File: src/rtl/core_pkg.sv
// rtl/core_pkg.sv - shared opcodes, ALU encodings, sequencer states and instruction field positions
package core_pkg;

   localparam int PC_W_DEF    = 5;
   localparam int INSTR_W_DEF = 32;
   localparam int DATA_W_DEF  = 16;

   localparam int OPC_HI = 31;
   localparam int OPC_LO = 27;
   localparam int RD_HI  = 26;
   localparam int RD_LO  = 24;
   localparam int RS_HI  = 23;
   localparam int RS_LO  = 21;
   localparam int RT_HI  = 20;
   localparam int RT_LO  = 18;
   localparam int IMM_HI = 15;
   localparam int IMM_LO = 0;

   localparam logic [4:0] OP_NOP  = 5'h00;
   localparam logic [4:0] OP_ADD  = 5'h01;
   localparam logic [4:0] OP_SUB  = 5'h02;
   localparam logic [4:0] OP_AND  = 5'h03;
   localparam logic [4:0] OP_OR   = 5'h04;
   localparam logic [4:0] OP_XOR  = 5'h05;
   localparam logic [4:0] OP_ADDI = 5'h06;
   localparam logic [4:0] OP_LDI  = 5'h07;
   localparam logic [4:0] OP_STI  = 5'h08;
   localparam logic [4:0] OP_BEQ  = 5'h09;
   localparam logic [4:0] OP_BGT  = 5'h0A;
   localparam logic [4:0] OP_JMP  = 5'h0B;
   localparam logic [4:0] OP_HALT = 5'h1F;

   localparam logic [3:0] ALU_ADD   = 4'd0;
   localparam logic [3:0] ALU_SUB   = 4'd1;
   localparam logic [3:0] ALU_AND   = 4'd2;
   localparam logic [3:0] ALU_OR    = 4'd3;
   localparam logic [3:0] ALU_XOR   = 4'd4;
   localparam logic [3:0] ALU_PASSB = 4'd5;

   typedef enum logic [2:0] {
      ST_IDLE,
      ST_FETCH,
      ST_DECODE,
      ST_EXEC,
      ST_WB,
      ST_HALT
   } state_t;

endpackage

File: src/rtl/instr_decoder.sv
// rtl/instr_decoder.sv - combinational instruction word to datapath control bundle decode
module instr_decoder
   import core_pkg::*;
#(
   parameter int INSTR_W = INSTR_W_DEF,
   parameter int DATA_W  = DATA_W_DEF
) (
   input  logic [INSTR_W-1:0] instr,
   output logic [2:0]         rs_addr,
   output logic [2:0]         rt_addr,
   output logic [2:0]         rd_addr,
   output logic [DATA_W-1:0]  imm_data,
   output logic [DATA_W-1:0]  mem_data,
   output logic [3:0]         alu_sel,
   output logic               imm_sel,
   output logic               mem_write,
   output logic               is_wb,
   output logic               is_branch,
   output logic               is_jump,
   output logic               is_halt,
   output logic               is_illegal
);

   logic [4:0]        opcode;
   logic [DATA_W-1:0] imm;
   logic              uses_fields;
   logic              unused_rsvd;

   assign opcode      = instr[OPC_HI:OPC_LO];
   assign imm         = DATA_W'(instr[IMM_HI:IMM_LO]);
   assign unused_rsvd = ^instr[17:16];
   // Only opcodes that feed the datapath expose their register/immediate fields.
   assign uses_fields = (opcode >= OP_ADD) && (opcode <= OP_BGT);

   always_comb begin
      rs_addr    = '0;
      rt_addr    = '0;
      rd_addr    = '0;
      imm_data   = '0;
      mem_data   = '0;
      alu_sel    = ALU_ADD;
      imm_sel    = 1'b0;
      mem_write  = 1'b0;
      is_wb      = 1'b0;
      is_branch  = 1'b0;
      is_jump    = 1'b0;
      is_halt    = 1'b0;
      is_illegal = 1'b0;
      if (uses_fields) begin
         rs_addr  = instr[RS_HI:RS_LO];
         rt_addr  = instr[RT_HI:RT_LO];
         rd_addr  = instr[RD_HI:RD_LO];
         imm_data = imm;
      end
      case (opcode)
         OP_NOP:  ;
         OP_ADD:  begin is_wb = 1'b1; alu_sel = ALU_ADD; end
         OP_SUB:  begin is_wb = 1'b1; alu_sel = ALU_SUB; end
         OP_AND:  begin is_wb = 1'b1; alu_sel = ALU_AND; end
         OP_OR:   begin is_wb = 1'b1; alu_sel = ALU_OR;  end
         OP_XOR:  begin is_wb = 1'b1; alu_sel = ALU_XOR; end
         OP_ADDI: begin is_wb = 1'b1; alu_sel = ALU_ADD;   imm_sel = 1'b1; end
         OP_LDI:  begin is_wb = 1'b1; alu_sel = ALU_PASSB; imm_sel = 1'b1; end
         OP_STI:  begin mem_write = 1'b1; mem_data = imm; end
         OP_BEQ,
         OP_BGT:  begin is_branch = 1'b1; alu_sel = ALU_SUB; end
         OP_JMP:  is_jump = 1'b1;
         OP_HALT: is_halt = 1'b1;
         default: is_illegal = 1'b1;
      endcase
   end

endmodule

File: src/rtl/datapath_sequencer.sv
// rtl/datapath_sequencer.sv - FETCH/DECODE/EXEC/WB sequencer driving the 16-bit datapath control bundle
module datapath_sequencer
   import core_pkg::*;
#(
   parameter int PC_W     = PC_W_DEF,
   parameter int INSTR_W  = INSTR_W_DEF,
   parameter int DATA_W   = DATA_W_DEF,
   parameter int RESET_PC = 0
) (
   input  logic               clock,
   input  logic               reset,
   input  logic               run,
   output logic [PC_W-1:0]    imem_addr,
   input  logic [INSTR_W-1:0] imem_data,
   input  logic               zero_flag,
   input  logic               pos_flag,
   output logic               rf_write,
   output logic [2:0]         rs_addr,
   output logic [2:0]         rt_addr,
   output logic [2:0]         rd_addr,
   output logic [DATA_W-1:0]  imm_data,
   output logic [3:0]         alu_sel,
   output logic               imm_sel,
   output logic               mem_write,
   output logic [DATA_W-1:0]  mem_data,
   output logic [PC_W-1:0]    PC_out,
   output logic [4:0]         opcode_out,
   output logic               halted,
   output logic               illegal
);

   state_t              state_q;
   logic [PC_W-1:0]     pc_q, pc_d;
   logic [INSTR_W-1:0]  ir_q, dec_instr;
   logic [2:0]          rs_q, rt_q, rd_q;
   logic [DATA_W-1:0]   imm_q, mem_data_q;
   logic [3:0]          alu_q;
   logic                imm_sel_q, rf_write_q, mem_write_q, halted_q, illegal_q;

   logic [2:0]          dec_rs, dec_rt, dec_rd;
   logic [DATA_W-1:0]   dec_imm, dec_mem_data;
   logic [3:0]          dec_alu;
   logic                dec_imm_sel, dec_mem_write, dec_wb, dec_branch, dec_jump, dec_halt, dec_illegal;
   logic                taken, clear_ctrl;

   // Decode the ROM word while it is being latched so the bundle is registered on entry to EXEC.
   assign dec_instr = (state_q == ST_DECODE) ? imem_data : ir_q;

   instr_decoder #(.INSTR_W(INSTR_W), .DATA_W(DATA_W)) u_dec (
      .instr      (dec_instr),
      .rs_addr    (dec_rs),
      .rt_addr    (dec_rt),
      .rd_addr    (dec_rd),
      .imm_data   (dec_imm),
      .mem_data   (dec_mem_data),
      .alu_sel    (dec_alu),
      .imm_sel    (dec_imm_sel),
      .mem_write  (dec_mem_write),
      .is_wb      (dec_wb),
      .is_branch  (dec_branch),
      .is_jump    (dec_jump),
      .is_halt    (dec_halt),
      .is_illegal (dec_illegal)
   );

   assign taken      = dec_jump | (dec_branch & ((ir_q[OPC_HI:OPC_LO] == OP_BEQ) ? zero_flag : pos_flag));
   assign pc_d       = taken ? ir_q[PC_W-1:0] : pc_q + PC_W'(1);
   assign clear_ctrl = ((state_q == ST_EXEC) && !dec_wb) || (state_q == ST_WB);

   always_ff @(posedge clock or negedge reset) begin
      if (!reset) begin
         state_q     <= ST_IDLE;
         pc_q        <= PC_W'(RESET_PC);
         ir_q        <= '0;
         rs_q        <= '0;
         rt_q        <= '0;
         rd_q        <= '0;
         imm_q       <= '0;
         mem_data_q  <= '0;
         alu_q       <= ALU_ADD;
         imm_sel_q   <= 1'b0;
         rf_write_q  <= 1'b0;
         mem_write_q <= 1'b0;
         halted_q    <= 1'b0;
         illegal_q   <= 1'b0;
      end else begin
         case (state_q)
            ST_IDLE:   if (run) state_q <= ST_FETCH;
            ST_FETCH:  state_q <= ST_DECODE;
            ST_DECODE: begin
               ir_q        <= imem_data;
               state_q     <= ST_EXEC;
               rs_q        <= dec_rs;
               rt_q        <= dec_rt;
               rd_q        <= dec_rd;
               imm_q       <= dec_imm;
               mem_data_q  <= dec_mem_data;
               alu_q       <= dec_alu;
               imm_sel_q   <= dec_imm_sel;
               mem_write_q <= dec_mem_write;
               if (dec_illegal) illegal_q <= 1'b1;
            end
            ST_EXEC: begin
               if (dec_halt) begin
                  state_q  <= ST_HALT;
                  halted_q <= 1'b1;
               end else if (dec_wb) begin
                  state_q    <= ST_WB;
                  rf_write_q <= 1'b1;
               end else begin
                  pc_q    <= pc_d;
                  state_q <= run ? ST_FETCH : ST_IDLE;
               end
            end
            ST_WB: begin
               pc_q    <= pc_d;
               state_q <= run ? ST_FETCH : ST_IDLE;
            end
            default: ;
         endcase
         // Leaving the instruction (or entering HALT) returns the whole bundle to zero.
         if (clear_ctrl) begin
            rs_q        <= '0;
            rt_q        <= '0;
            rd_q        <= '0;
            imm_q       <= '0;
            mem_data_q  <= '0;
            alu_q       <= ALU_ADD;
            imm_sel_q   <= 1'b0;
            rf_write_q  <= 1'b0;
            mem_write_q <= 1'b0;
         end
      end
   end

   assign imem_addr  = pc_q;
   assign PC_out     = pc_q;
   assign opcode_out = ir_q[OPC_HI:OPC_LO];
   assign rf_write   = rf_write_q;
   assign mem_write  = mem_write_q;
   assign rs_addr    = rs_q;
   assign rt_addr    = rt_q;
   assign rd_addr    = rd_q;
   assign imm_data   = imm_q;
   assign mem_data   = mem_data_q;
   assign alu_sel    = alu_q;
   assign imm_sel    = imm_sel_q;
   assign halted     = halted_q;
   assign illegal    = illegal_q;

endmodule

File: config.mk
export PLATFORM = sky130hd
export DESIGN_NAME = datapath_sequencer
export DESIGN_NICKNAME = d
export VERILOG_FILES = /design/src/rtl/core_pkg.sv /design/src/rtl/instr_decoder.sv /design/src/rtl/datapath_sequencer.sv
export SDC_FILE = /design/constraint.sdc
export NUM_CORES = 1
export LEC_CHECK = 0
export CORE_MARGIN = 10
export CORE_UTILIZATION = 45
export DETAILED_ROUTE_END_ITERATION = 8
export PLACE_DENSITY = 0.83
export SETUP_SLACK_MARGIN = 0.2
export SKIP_LAST_GASP = 1
export SLEW_MARGIN = 20
export SYNTH_ARGS = -nofsm -noshare
export SYNTH_HDL_FRONTEND = slang
export SYNTH_SLANG_ARGS = --single-unit
File: constraint.sdc
create_clock -name clock -period 3 [get_ports clock]
set_clock_uncertainty 0.15 [all_clocks]
set_input_delay 0.45 -clock clock [delete_from_list [all_inputs] [get_ports clock]]
set_output_delay 0.45 -clock clock [all_outputs]
set_load 0.02 [all_outputs]
==> results of run 1 <==
-- state kept, by name (all words and copies together) (netlist names) --
name	flops
imm_data	16
mem_data	16
ir_q	10
PC_out	5
alu_sel	3
rd_addr	3
rs_addr	3
rt_addr	3
state_q	3
halted	1
illegal	1
imm_sel	1
mem_write	1
rf_write	1
-- cell type report --
| class | instances | area [sq um] | area share, % |
|---|---|---|---|
| sequential | 67 | 1680 | 39.2 |
| timing repair buffer | 105 | 1050 | 24.5 |
| clock buffer | 10 | 128 | 2.99 |
| inverter | 6 | 22.5 | 0.527 |
| multi-input combinational | 160 | 1210 | 28.3 |
| clock inverter | 6 | 90.1 | 2.11 |
| tap | 80 | 100 | 2.34 |
-- worst max-delay path by stage --
| stage | slack, ps | end | start |
|---|---|---|---|
| after floorplan | 570 | imm_data[10]$_DFFE_PN0P_ | state_q[1]$_DFFE_PN0P_ |
| after global placement | 340 | PC_out[4]$_DFFE_PN0P_ | imem_data[30] |
| after detailed placement | 300 | imm_data[4]$_DFFE_PN0P_ | imem_data[27] |
| after CTS | 310 | PC_out[4]$_DFFE_PN0P_ | state_q[1]$_DFFE_PN0P_ |
| after global routing | 210 | imm_data[4]$_DFFE_PN0P_ | state_q[1]$_DFFE_PN0P_ |
| final | 330 | PC_out[4]$_DFFE_PN0P_ | state_q[1]$_DFFE_PN0P_ |
-- cells by family (layout without fill, tap and decap cells) --
logic type,after synthesis,in the layout
compound gates,77,77
xor+xnor,1,1
fa+ha+maj,1,1
buf+inv,38,127
flops,67,67
mux,11,11
other cells,1,1
simple gates,69,69
-- power by group through the flow --
stage	sequential [W]	clock [W]	combinational, W
floorplan	0.00171	0	0.00131
global placement	0.00149	0	0.00235
detailed placement	0.00151	0	0.00238
CTS	0.00150	0.000837	0.00239
global route	0.00155	0.000877	0.00260
finish	0.00149	0.000820	0.00241
-- placed cells by master, fill, tap and decap left out, types with 3 or more instances in the layout --
cell	instances
clkbuf_8	9
nor3_1	5
inv_1	6
buf_4	5
nor2b_1	3
clkdlybuf4s50_1	97
nand2_1	27
dfrtp_1	67
nand3b_1	3
a21o_1	3
a22oi_1	4
a21oi_1	7
a32o_1	42
o21ai_0	3
nand2b_1	3
nor2_1	12
mux2i_1	8
mux2_2	3
-- metrics by stage --
step | power [W] | instances | utilization, % | setup slack [ps] | area (sq um)
CTS | 0.00472 | 433 | 63.4 | 314 | 4260
finish | 0.00472 | 434 | 63.6 | 332 | 4270
detailed placement | 0.00389 | 417 | 60.1 | 297 | 4040
global route | 0.00503 | 434 | 63.6 | 207 | 4270
global placement | 0.00384 | 417 | 60.1 | 341 | 4040
floorplan | 0.00301 | 265 | - | 565 | 3080
-- per-layer routing --
layer	track usage, %	wire [um]	up-vias
li1	-	-	1159
met1	18.1	3290	1267
met3	12.2	1260	7
met5	0	0	-
met2	24.4	3800	93
met4	4.66	70	0
==> impl_metrics.tcl, run 1 <==
set metrics [dict create \
    yosysMostFrequentCell "dfrtp_1" \
    synth_compound_area_share_pct 22.6 \
    rsz0062_at_grt "false" \
    clock_path_buffers 2 \
    crit_path_end_kind "register" \
    worstPathMaxFanout 18 \
    power.density_nw_per_um2 1100 \
    crit_type "reg -> reg" \
    vias_per_cell 5.82 \
    die_h_um 103 \
    insertion_delay_ps 340 \
    fp.dieW_um 103 \
    cts_tree "built" \
    vias 2526 \
    nets 387 \
    post_cts_buffers 0 \
    max_stage_delay_ps 570 \
    synth_area_sq_um 3080 \
    crit_path_start_kind "register" \
    pwr-share-seq_pct 31.7 \
    cp_slowest_cell "or4_4" \
    setup_tns_ps 0 \
    crit_buf_inv 0 \
    r2r_end "PC_out[4]$_DFFE_PN0P_" \
    combPwrFrac_pct 51.0 \
    grt_pass1_vias 2640 \
    ys_top_cells_by_area "dfrtp_1, a32o_1, nand2_1, buf_4, mux2i_1" \
    ys.warnings.count 0 \
    synth_fp_nets 303 \
    area_growth_pct 38.9 \
    synth_top_cells_by_count "dfrtp_1, a32o_1, nand2_1" \
    worstPathArrival_ps 2710 \
    cts.sinks 67 \
    hold_viol_final 0 \
    synth_top_area_share_pct 54.5 \
    holdBufCountCts 0 \
    internal_power_w 0.00275 \
    cts_made_buffers 9 \
    synth_xor_area_share_pct 0.285 \
    cts.htree.levels 3 \
    outcome "completed" \
    ioPinCount 102 \
    period_needed_ps 2670 \
    avgSynthCellArea_sq_um 11.6 \
    synthAdderAreaFrac_pct 0.407 \
    yosys.area.top_type "dfrtp_1" \
    crit_family "simple AND/OR/NAND/NOR gates" \
    muxShareOfSynthArea_pct 3.70 \
    vdd_drop_max_uv 620 \
    synth_edf_count 0 \
    synth_top_flop_cell "dfrtp_1" \
    synth-seq-cells 67 \
    cp.depth 5 \
    hp-class "in -> async" \
    drt_iter0_markers 171 \
    max_freq_mhz 375 \
    ys_types 49 \
    wl_per_cell_um 19.4 \
    setup_violations 0 \
    rrSetupSlack_ps 330 \
    dieArea_sq_um 10500 \
    final_max_slew_viol_count 0 \
    grt_start_max_net_pins 68 \
    port-buffer-count 98 \
    dr.pass1.iters 4 \
    relSlewSlack_pct 43.3 \
    cts_resized 0 \
    p_sw_w 0.00197 \
    pwr-share-clk_pct 17.4 \
    tightestPinTransition_ps 850 \
    wl_um 8430 \
    antenna_found_initial 0 \
    rows 30 \
    clkTransAtPathRegs_ps 70 \
    cap_viol_max_count 0 \
    grt_pass1_wl_um 13400 \
    yosys.area_share.simple_pct 11.4 \
    sw_frac_of_total_pct 41.7 \
    path_cells "or3b_4, or4_4, a32oi_4, mux2i_1, a22oi_1" \
    synth_top_family_by_area "compound AO/OA/AOI/OAI gates" \
    async_reset_ff_share_pct 100 \
    track_usage_pct 16.4 \
    gp_congestion 0.822 \
    fill_cells 513 \
    period_share_pct 88.9 \
    drive_gt1_share_pct 9.89 \
    syn_inst 265 \
    drtAntennaViolNets 0 \
    whs_ps 141 \
    clock-root-buffer "clkbuf_8" \
    required_ps 3050 \
    ff2ff_path_depth 5 \
    grt-ovfl-total 0 \
    power_leakage_nw 1.80 \
    synth_seq_area_share_pct 54.5 \
    n_antenna_cell 0 \
    start_util_pct 45.8 \
    drc 0 \
    r2r-start "state_q[1]$_DFFE_PN0P_" \
    post-dp-hpwl_um 5960 \
    core_sq_um 6720 \
]
No activity file was read; power rests on OpenSTA's default activity.
==> run 2, diff against run 1 <==
==> constraint.sdc (replaced) <==
create_clock -name clock -period 3 [get_ports clock]
set_clock_uncertainty 0.15 [all_clocks]
set_input_delay 0.6 -clock clock [delete_from_list [all_inputs] [get_ports clock]]
set_output_delay 0.6 -clock clock [all_outputs]
set_load 0.02 [all_outputs]
==> impl_metrics.tcl, run 2 (same netlist as run 1, synthesis figures left out) <==
set metrics [dict create \
    outcome "completed" \
    wl_um 8460 \
    rsz0062_at_grt "false" \
    grt.busiest_layer "met2" \
    combPwrFrac_pct 51.7 \
    crit_path_end_kind "register" \
    path_cells "or3b_4, or4_4, a32oi_4, mux2i_1, a21oi_1" \
    holdBufCountCts 0 \
    clkTransAtPathRegs_ps 80 \
    nets 389 \
    gr-usage-met2_pct 24.0 \
    cp_slowest_cell "or4_4" \
    antenna_found_initial 0 \
    setup_tns_ps 0 \
    port-buffer-count 98 \
    die_h_um 103 \
    max_stage_delay_ps 560 \
    hp-class "in -> async" \
    vias 2533 \
    drtAntennaViolNets 0 \
    period_share_pct 88.9 \
    p_sw_w 0.00195 \
    layout_commonest_cell "clkdlybuf4s50_1" \
    crit_type "reg -> reg" \
    drt_iter0_markers 148 \
    rows 30 \
    crit_family "simple AND/OR/NAND/NOR gates" \
    track_usage_pct 16.3 \
    final_cell_mix "clkdlybuf4s50_1, dfrtp_1, a32o_1" \
    drive_gt1_share_pct 10.4 \
    dr.pass1.iters 4 \
    cts_made_buffers 9 \
    cts.htree.levels 3 \
    ioPinCount 102 \
    cts.sinks 67 \
    n_antenna_cell 0 \
    setup_violations 0 \
    met1_usage_pct 19.0 \
    required_ps 3060 \
    clock-root-buffer "clkbuf_8" \
    gp_congestion 0.817 \
    fp.dieW_um 103 \
    start_util_pct 45.8 \
    hold_viol_final 0 \
    worstPathMaxFanout 18 \
    internal_power_w 0.00266 \
    tightestPinTransition_ps 829 \
    period_needed_ps 2670 \
    area_growth_pct 38.3 \
    drc 0 \
    power_leakage_nw 1.80 \
    crit_path_start_kind "register" \
    core_sq_um 6720 \
    post-dp-hpwl_um 6020 \
    final_max_slew_viol_count 0 \
    vdd_drop_max_uv 616 \
    crit_buf_inv 0 \
    grt_pass1_vias 2562 \
    vias_per_cell 5.81 \
    whs_ps 306 \
    max_freq_mhz 375 \
    cap_viol_max_count 0 \
    grt_pass1_wl_um 13400 \
    relSlewSlack_pct 44.7 \
    dieArea_sq_um 10500 \
    cts_resized 0 \
    insertion_delay_ps 330 \
    pwr-share-clk_pct 15.8 \
    cts_tree "built" \
    fin_util_pct 63.4 \
    grt-ovfl-total 0 \
    wl_per_cell_um 19.4 \
    fill_cells 496 \
    sw_frac_of_total_pct 42.4 \
    worstPathArrival_ps 2720 \
    grt_start_max_net_pins 68 \
    post_cts_buffers 0 \
    pwr-share-seq_pct 32.5 \
    use_met3_pct 11.0 \
    power.density_nw_per_um2 1080 \
    clock_path_buffers 2 \
]
[run 2: cell count changes in the layout (fill, tap and decap cells not counted)]
cell	before	now
bufinv_16	2	1
clkinv_4	2	1
buf_4	5	8
buf_8	1	0
inv_6	0	1
clkinv_2	1	2
[run 2: path summary, 6_finish.rpt]
kind | startpoint | endpoint | slack [ps] | cells past startpoint
setup / recovery | state_q[1]$_DFFE_PN0P_ | PC_out[1]$_DFFE_PN0P_ | 330 | 5
hold / removal | reset | imm_data[9]$_DFFE_PN0P_ | 310 | 2
setup reg to reg | state_q[1]$_DFFE_PN0P_ | PC_out[1]$_DFFE_PN0P_ | 330 | 5
hold reg to reg | illegal$_DFFE_PN0P_ | illegal$_DFFE_PN0P_ | 320 | 1
max in group asynchronous | reset | state_q[2]$_DFFE_PN0P_ | 1850 | 2
min in group clock | illegal$_DFFE_PN0P_ | illegal$_DFFE_PN0P_ | 320 | 1
[run 2: power groups by stage]
stage                     registers [W]  clock network (W)  logic, W
after floorplan                 0.00171                  0   0.00131
after global placement          0.00149                  0   0.00236
after detailed placement        0.00152                  0   0.00239
after CTS                       0.00150           0.000751   0.00240
after global routing            0.00155           0.000785   0.00257
final                           0.00150           0.000727   0.00238
[run 2: through the flow]
stage | worst slack [ps] | instance area (sq um) | total power (W) | std cells
6_report | 334 | 4260 | 0.00461 | 436
5_1_grt | 210 | 4260 | 0.00490 | 436
4_1_cts | 336 | 4260 | 0.00465 | 436
3_5_place_dp | 154 | 4060 | 0.00391 | 420
3_3_place_gp | 240 | 4060 | 0.00385 | 420
2_1_floorplan | 565 | 3080 | 0.00301 | 265
[run 2: layout make-up]
| type | instances | area, sq um | area share [%] |
|---|---|---|---|
| inverters | 6 | 22.5 | 0.529 |
| flip-flops and latches | 67 | 1680 | 39.4 |
| repair buffers | 107 | 1060 | 24.8 |
| well taps | 80 | 100 | 2.35 |
| multi-input cells | 160 | 1210 | 28.4 |
| clock buffers | 10 | 128 | 3.00 |
| clock inverters | 6 | 65.1 | 1.53 |
[run 2: metal layers]
| metal | vias to the layer above | wire length (um) |
|---|---|---|
| met3 | 5 | 1190 |
| met1 | 1259 | 3360 |
| met4 | 0 | 66 |
| met2 | 109 | 3840 |
| li1 | 1160 | - |
| met5 | - | 0 |
==> run 3, diff against run 2 <==
Settings changed: CORE_UTILIZATION 45 to 40, GPL_TIMING_DRIVEN set to 0, PLACE_DENSITY 0.83 to 0.75.
Clock period 3 ns to 2.71 ns, I/O delays scaled along.
==> impl_metrics.tcl, run 3 (same netlist as run 1, synthesis figures left out) <==
set metrics [dict create \
    layout_commonest_cell "clkdlybuf4s50_1" \
    finalPower_w 0.00574 \
    drc 0 \
    ff2ff_path_depth 9 \
    drt_iter0_markers 187 \
    cap_viol_max_count 0 \
    antenna_found_initial 0 \
    vias 2689 \
    p_sw_w 0.00230 \
    gp_congestion 0.830 \
    n_antenna_cell 0 \
    sw_frac_of_total_pct 40.1 \
    crit_path_end_kind "register" \
    worstPathMaxFanout 5 \
    cts_tree "built" \
    grt.busiest_layer "met2" \
    clock_path_buffers 2 \
    cp-startpoint "state_q[0]$_DFFE_PN0P_" \
    power_leakage_nw 1.99 \
    clock-root-buffer "clkbuf_8" \
    area_growth_pct 50.9 \
    vdd_drop_max_uv 815 \
    grt-ovfl-total 0 \
    die_h_um 108 \
    worstPathArrival_ps 2660 \
    setup_tns_ps 0 \
    port-buffer-count 97 \
    clkTransAtPathRegs_ps 80 \
    r2r_end "rt_addr[0]$_DFFE_PN0P_" \
    fp.dieW_um 108 \
    crit_path_start_kind "register" \
    max_freq_mhz 396 \
    cts.sinks 67 \
    period_needed_ps 2520 \
    wl_per_cell_um 18.3 \
    rrSetupSlack_ps 190 \
    fin_util_pct 63.0 \
    hold_path_depth 1 \
    track_usage_pct 15.6 \
    grt_pass1_wl_um 14400 \
    cts_made_buffers 9 \
    use_met3_pct 10.1 \
    internal_power_w 0.00344 \
    r2r-start "state_q[0]$_DFFE_PN0P_" \
    outcome "completed" \
    hold_viol_final 0 \
    core_sq_um 7370 \
    required_ps 2840 \
    pwr-share-clk_pct 18.0 \
    crit_type "reg -> reg" \
    drtAntennaViolNets 0 \
    post-dp-hpwl_um 6630 \
    rsz0062_at_grt "true" \
    start_util_pct 41.7 \
    period_share_pct 93.2 \
    grt_start_max_net_pins 49 \
    vias_per_cell 5.47 \
    final_cell_mix "clkdlybuf4s50_1, dfrtp_1, a32o_1" \
    met1_usage_pct 17.2 \
    power.density_nw_per_um2 1240 \
    setup_violations 0 \
    combPwrFrac_pct 53.9 \
    ioPinCount 102 \
    cts.htree.levels 3 \
    insertion_delay_ps 350 \
    drive_gt1_share_pct 16.0 \
    hold_start "illegal$_DFFE_PN0P_" \
    relSlewSlack_pct 61.9 \
    dieArea_sq_um 11600 \
    holdPathEnd "illegal$_DFFE_PN0P_" \
    final_max_slew_viol_count 0 \
    dr.pass1.iters 4 \
    hp-class "reg -> reg" \
    grt_pass1_vias 2814 \
    tightestPinTransition_ps 572 \
    pwr-share-seq_pct 28.2 \
    nets 426 \
    rows 31 \
    wl_um 9000 \
    gr-usage-met2_pct 24.1 \
]
==> run 3: power groups by stage <==
stage	logic [W]	clock network (W)	registers (W)
2_1_floorplan	0.00145	0	0.00189
3_3_place_gp	0.00279	0	0.00161
3_5_place_dp	0.00284	0	0.00164
4_1_cts	0.00293	0.00105	0.00163
5_1_grt	0.00335	0.00110	0.00167
6_report	0.00309	0.00103	0.00162
==> run 3: timing repair <==
item                                    4_1_cts  5_1_grt
cloned                                        0        2
hold endpoints to repair                     19        0
hold buffers                                  1        0
endpoints found under the setup margin       31       45
gates resized for setup                       1       15
pin swaps                                     2        5
buffers inserted                              4        7
==> run 3: area by class of cell <==
| type | instances | area (sq um) |
|---|---|---|
| plain buffers | 32 | 201 |
| clock buffers | 9 | 124 |
| clock inverters | 7 | 124 |
| fillers | 592 | 2730 |
| inverters | 6 | 22.5 |
| multi-input cells | 160 | 1230 |
| flip-flops and latches | 67 | 1680 |
| well taps | 99 | 124 |
| repair buffers | 112 | 1140 |
==> run 3: critical path, cell delays in order, from the launching register on <==
cell,delay [ps]
dfrtp_1,380
buf_6,120
or3b_4,390
buf_4,150
mux2_2,280
or2_2,300
a211oi_4,210
buf_6,160
clkbuf_4,160
a32o_1,160
==> run 3: worst max path at each step <==
stage	slack [ps]	cells after the start	endpoint
after detailed placement	-210	7	imm_data[9]$_DFFE_PN0P_
after global routing	90	10	rt_addr[0]$_DFFE_PN0P_
after floorplan	280	7	imm_data[10]$_DFFE_PN0P_
final	190	9	rt_addr[0]$_DFFE_PN0P_
after CTS	200	5	mem_data[9]$_DFFE_PN0P_
after global placement	-1340	1	PC_out[3]$_DFFE_PN0P_
==> run 3: metrics by stage <==
stage	cell area (sq um)	hold slack (ps)	setup WS, ps	instances
final	4640	319	186	492
after global routing	4640	352	86.0	492
after CTS	4510	321	197	483
after detailed placement	4200	298	-214	462
after global placement	4170	291	-1340	461
after floorplan	3080	96.4	275	265
==> run 3: metal layers <==
layer	wire length [um]	share of wire [%]
met1	3500	39
met5	0	0
met4	97	1.1
met2	4230	47
met3	1180	13
